**src/rtl/serial_parity_pkg.sv**
```systemverilog
// Shared types and constants for the parity-protected serial link.
// Used by the receiver and by the future transmit side.
package serial_parity_pkg;

    typedef enum logic [1:0] {
        IDLE   = 2'd0,
        DATA   = 2'd1,
        PARITY = 2'd2,
        STOP   = 2'd3
    } state_t;

    localparam bit PARITY_EVEN = 1'b0;
    localparam bit PARITY_ODD  = 1'b1;
    localparam bit START_BIT   = 1'b0;
    localparam bit STOP_BIT    = 1'b1;

endpackage

```
**src/rtl/serial_parity_rx_parity_accum.sv**
```systemverilog
// One-bit running-XOR register with clear and enable.
// The same block computes transmit-side parity.
module parity_accum (
    input  logic clk,
    input  logic rst,
    input  logic clr,
    input  logic en,
    input  logic d,
    output logic acc
);

    // Running XOR register; clear wins over enable.
    always_ff @(posedge clk) begin
        if (rst) begin
            acc <= 1'b0;
        end else if (clr) begin
            acc <= 1'b0;
        end else if (en) begin
            acc <= acc ^ d;
        end
    end

endmodule

```
**src/rtl/serial_parity_rx.sv**
```systemverilog
// Receiver: deserialises start/data/parity/stop frames clocked by bit_en
// strobes and reports parity and stop-bit errors with each completed word.
module serial_parity_rx #(
    parameter int DATA_W     = 8,
    parameter bit PARITY_ODD = 1'b0
) (
    input  logic              clk,
    input  logic              rst,
    input  logic              bit_en,
    input  logic              rx_in,
    output logic [DATA_W-1:0] data_out,
    output logic              data_valid,
    output logic              parity_err,
    output logic              frame_err,
    output logic              busy
);

    import serial_parity_pkg::*;

    localparam int CNT_W = $clog2(DATA_W + 1);

    state_t              state_r;
    state_t              state_nx_s;
    logic [CNT_W-1:0]    bit_cnt_r;
    logic [DATA_W-1:0]   shift_r;
    logic                perr_r;
    logic                acc_s;
    logic                acc_clr_s;
    logic                acc_en_s;
    logic                perr_ld_s;
    logic                done_s;
    logic                last_bit_s;

    assign last_bit_s = (bit_cnt_r == CNT_W'(DATA_W - 1));

    parity_accum u_parity_accum (
        .clk (clk),
        .rst (rst),
        .clr (acc_clr_s),
        .en  (acc_en_s),
        .d   (rx_in),
        .acc (acc_s)
    );

    // State register.
    always_ff @(posedge clk) begin
        if (rst) begin
            state_r <= IDLE;
        end else begin
            state_r <= state_nx_s;
        end
    end

    // Next-state and per-strobe control decode; nothing moves without bit_en.
    always_comb begin
        state_nx_s = state_r;
        acc_clr_s  = 1'b0;
        acc_en_s   = 1'b0;
        perr_ld_s  = 1'b0;
        done_s     = 1'b0;
        if (bit_en) begin
            case (state_r)
                IDLE: begin
                    if (rx_in == START_BIT) begin
                        state_nx_s = DATA;
                        acc_clr_s  = 1'b1;
                    end else begin
                        state_nx_s = IDLE;
                    end
                end
                DATA: begin
                    acc_en_s = 1'b1;
                    if (last_bit_s) begin
                        state_nx_s = PARITY;
                    end else begin
                        state_nx_s = DATA;
                    end
                end
                PARITY: begin
                    perr_ld_s  = 1'b1;
                    state_nx_s = STOP;
                end
                STOP: begin
                    done_s     = 1'b1;
                    state_nx_s = IDLE;
                end
                default: begin
                    state_nx_s = IDLE;
                end
            endcase
        end else begin
            state_nx_s = state_r;
        end
    end

    // Datapath: bit counter, shift register, parity latch and registered outputs.
    always_ff @(posedge clk) begin
        if (rst) begin
            bit_cnt_r  <= {CNT_W{1'b0}};
            shift_r    <= {DATA_W{1'b0}};
            perr_r     <= 1'b0;
            data_out   <= {DATA_W{1'b0}};
            data_valid <= 1'b0;
            parity_err <= 1'b0;
            frame_err  <= 1'b0;
            busy       <= 1'b0;
        end else begin
            data_valid <= done_s;
            if (acc_clr_s) begin
                bit_cnt_r <= {CNT_W{1'b0}};
            end else if (acc_en_s) begin
                bit_cnt_r <= bit_cnt_r + CNT_W'(1);
                // Shift in at the top; after DATA_W bits the first bit sits at bit 0.
                shift_r   <= DATA_W'({rx_in, shift_r} >> 1);
            end
            if (perr_ld_s) begin
                perr_r <= ((acc_s ^ rx_in) != PARITY_ODD);
            end
            if (acc_clr_s) begin
                busy <= 1'b1;
            end else if (done_s) begin
                busy       <= 1'b0;
                data_out   <= shift_r;
                parity_err <= perr_r;
                frame_err  <= ~rx_in;
            end
        end
    end

endmodule

```
**config.mk**
```make
export PLATFORM = sky130hd
export DESIGN_NAME = serial_parity_rx
export DESIGN_NICKNAME = d
export VERILOG_FILES = /design/src/rtl/serial_parity_pkg.sv /design/src/rtl/serial_parity_rx_parity_accum.sv /design/src/rtl/serial_parity_rx.sv
export SDC_FILE = /design/constraint.sdc
export NUM_CORES = 1
export LEC_CHECK = 0
export CAP_MARGIN = 40
export CORE_ASPECT_RATIO = 1.4
export CORE_MARGIN = 2
export CORE_UTILIZATION = 54
export CTS_BUF_LIST = sky130_fd_sc_hd__clkbuf_8
export DETAILED_ROUTE_END_ITERATION = 8
export GPL_ROUTABILITY_DRIVEN = 0
export PLACE_DENSITY = 0.81
export SLEW_MARGIN = 20
export SYNTH_ARGS = -nofsm -noshare
export SYNTH_HDL_FRONTEND = slang
export SYNTH_HIERARCHICAL = 1
export SYNTH_SLANG_ARGS = --single-unit
export TNS_END_PERCENT = 50
```
**constraint.sdc**
```tcl
create_clock -name clk -period 1.4 [get_ports clk]
set_input_delay 0.14 -clock clk [delete_from_list [all_inputs] [get_ports clk]]
set_output_delay 0.14 -clock clk [all_outputs]
set_load 0.05 [all_outputs]
```
* Word-level counts from Yosys, hierarchy flattened
Cells that the tools add are included. Widths: inputs -> output; s select.
Storage, ports and cells: register bits after elaboration 28, output and inout bits 12, logic and storage cells 37
Operators by class: add/subtract/negate cells 1, equal/unequal tests 4, mux-type cells 14, bitwise logic cells 3, reductions and logical operators 5
Operators by type and width (number):
- $mux 1 | 12
- $pmux 2 s4 | 1
- $add 4x1->4 const B | 1
- $eq 2x2->1 const B | 2
- $eq 4x3->1 const B | 1
- $reduce_and 2->1 | 2
- $eq 2x1->1 const B | 1
- $logic_not 2->1 | 1
- $mux 2 | 1
- $not 1->1 | 2
- $reduce_bool 2->1 | 1
- $reduce_or 2->1 | 1
- $xor 1x1->1 | 1

* Depth between registers and ports, before layout
word-level depth 5, gate-level depth with buffers 6, depth with buffers taken out 4

* Hierarchy
The synthesis kept the hierarchy.
By module, submodules not included:
- serial_parity_rx | times used 1, cells each 104, area an instance 999.7 um2, sequential area each 540.5 um2
- parity_accum | times used 1, cells each 4, area an instance 50.0 um2, sequential area each 20.0 um2

* Least setup slack after synthesis
OpenSTA, ideal clock, no wires.
kind register to register, start point reg with a tool-made name, end point reg u_parity_accum.acc, library setup time 0.079 ns, arrival time 1.139 ns, required time 1.321 ns, slack 0.181 ns, stages on the path, launching flop included 7, buffers on the path 2, clock period less this slack 1.219 ns, cell sequence dfxtp_1 -> buf_2 -> nand3b_4 -> inv_1 -> buf_2 -> nand3b_1 -> a211oi_2
RTL lines:
- end signal, assigned | RTL line serial_parity_rx_parity_accum.sv:19 | acc <= acc ^ d;
- end, declared | RTL line serial_parity_rx_parity_accum.sv:9 | output logic acc

==> reports/results.ini <==
[run_status]
status = finished, final reports clean

[setup_path]
cp_slowest_cell = dfxtp_1
path_cells = nand3b_4, inv_1, buf_12, xnor2_1, nor2_1
crit_path_start_kind = flop
slowest_delay_ns = 0.48
cp-endpoint = bit_cnt_r[0]
worstRegToRegCells = 5
worst_setup_path_end_kind = flop
worstPathRequired_ns = 1.57
cp_max_fo = 8
reg2reg_setup_slack_ns = 0.15
path_class = flop to flop
reg2reg_to = bit_cnt_r[0]
critPathArrivalTime_ns = 1.42

[worst_hold_path]
hold_class = flop to flop

[power]
fin_total_pwr_uw = 1320
p_leak_uw = 0.000519
power_density_mw_per_mm2 = 1020
peakVddDrop_mv = 0.796

[clocking]
holdBufCountCts = 0
numCtsBuffers = 3
post_cts_buffers = 0
cts_tree = built
clock_path_buffers = 2
clock_latency_ns = 0.27
h-tree-depth = 1
root_buffer = clkbuf_8
cts_sinks = 28
path_clk_slew_ns = 0.09
cts_resized = 0

[floorplan]
core_area_mm2 = 0.00180
start_util_pct = 58.3
die_h_um = 56.2
die_width_um = 41.3
rows = 18
ios = 16
dieArea_mm2 = 0.00232

[timing]
final-hold-violation-count = 0
report.final.slew_viol_count = 0
rsz0062_at_grt = no
fmax_mhz = 800
fin_crit_ns = 1.25
max_slew_margin_pct = 65.2
finalCritPeriodShare_pct = 89.3
tightest_slew_ns = 0.521
skew_ns = 0.00729
setup_viol = 0

[yosys]
ys_types = 27
yosysTopAreaCell = dfxtp_1
yosysWarnings = 6
syn_area_per_cell_um2 = 9.72
yosys.area.top_type_share_pct = 53.4
syn_inst = 108
netlist_area_mm2 = 0.00105
ys.flop_type = dfxtp_1
synth.ff_latch_count = 28
netlist_top_cells_count = dfxtp_1 (28), nand2_1 (20), a21oi_1 (14)
yosysMostFrequentCell = dfxtp_1
async_reset_ff_share_pct = 0
synth_fp_nets = 113
synthTopCellsByArea = dfxtp_1 (53%), a22o_1 (7.5%), nand2_1 (7.2%)
yosysSeqAreaShare_pct = 53.4
synth-edff-count = 0

[grt]
antenna_found_initial = 0
grt_max_degree = 15
overflow = 0
grt.total_usage_pct = 19.1
grt_pass1_wl_um = 3080
grt_pass1_vias = 755

[placement]
dpl_cell_area_mm2 = 0.00125
dpl.hpwl_um = 1390
io_buffers = 15

[detailed_routing]
vias = 798
first_iter_violations = 10
dr.max_layer_used = met4
drc = 0
wire_per_inst_um = 12.4
vias_per_cell = 5.32
routed_wl_um = 1850
ant_nets = 0
dr_wl_met3_um = 63
drtPass1Iterations = 4
wl_met2_um = 913
wl_met1_um = 846

[layout]
syn_to_final_growth_pct = 23.2
diodes = 0
drive_gt1_share_pct = 23.8
fin_nets = 137
final_area_mm2 = 0.00129

[flow_run]
drv_cap = 0

-- critical path: cells and delay by family, from the launching register on --
family                 cells  cell delay (ns)
XOR/XNOR                   1             0.13
buffers and inverters      2             0.27
flip-flops                 1             0.48
AND/OR/NAND/NOR            2             0.27
-- routing by layer --
metal | track usage, % | up-vias
li1 | - | 420
met1 | 24.0 | 359
met2 | 29.9 | 16
met3 | 3.60 | 3
met4 | 8.29 | 0
met5 | 0 | -
-- flip-flops by register name, summed over array words and instances (netlist names), named ones only --
signal / flops
bit_cnt_r: 4
busy: 1
data_out: 8
data_valid: 1
frame_err: 1
parity_err: 1
perr_r: 1
shift_r: 8
state_r: 1
u_parity_accum/acc: 1
-- where the power goes --
group,switching (uW),total [uW],internal (uW)
Combinational,49.2,91.0,41.8
Sequential,8.38,811,803
Clock,226,419,193
Total,284,1320,1040
-- cell families after synthesis --
logic type,share of synthesized area [%]
DFF,53.4
buffers and inverters,3.58
AOI/OAI and AO/OA,19.9
adders and majority gates,1.19
and+or+nand+nor,19.3
xor gates and xnor gates,1.67
muxes,0.954
-- stage by stage --
step	hold slack, ns	setup TNS [ns]	util (%)	instances	setup WS (ns)
2_1_floorplan	0.205	0	-	108	0.181
4_1_cts	0.474	0	71.8	150	0.151
6_report	0.470	0	71.8	150	0.150
5_1_grt	0.499	0	71.8	150	0.0299
3_5_place_dp	0.454	-2.05	69.5	147	-0.104
3_3_place_gp	0.443	-1.11	69.5	147	-0.0734
-- worst min path at each step --
stage               start                 end  cells after the start
2_1_floorplan         rst  u_parity_accum/acc                      1
3_3_place_gp   shift_r[0]          shift_r[0]                      2
3_5_place_dp         busy                busy                      1
4_1_cts        shift_r[0]          shift_r[0]                      2
5_1_grt        shift_r[5]          shift_r[5]                      2
6_report             busy                busy                      1
-- layout make-up --
type	count	area, um2
flip-flops and latches	28	561
well taps	20	25.0
fillers	148	508
repair buffers	24	200
multi-input cells	71	452
inverters	4	15.0
clock buffers	3	41.3
-- cell usage in the layout, fill, tap and decap left out, drive strengths merged, types with 3 or more instances in the layout --
| master | instances |
|---|---|
| nand2 | 20 |
| nand3b | 3 |
| a22o | 9 |
| inv | 4 |
| nor2 | 4 |
| clkdlybuf4s50 | 3 |
| buf | 21 |
| clkbuf | 3 |
| a21oi | 14 |
| dfxtp | 28 |
(Power assumes the default switching activity.)
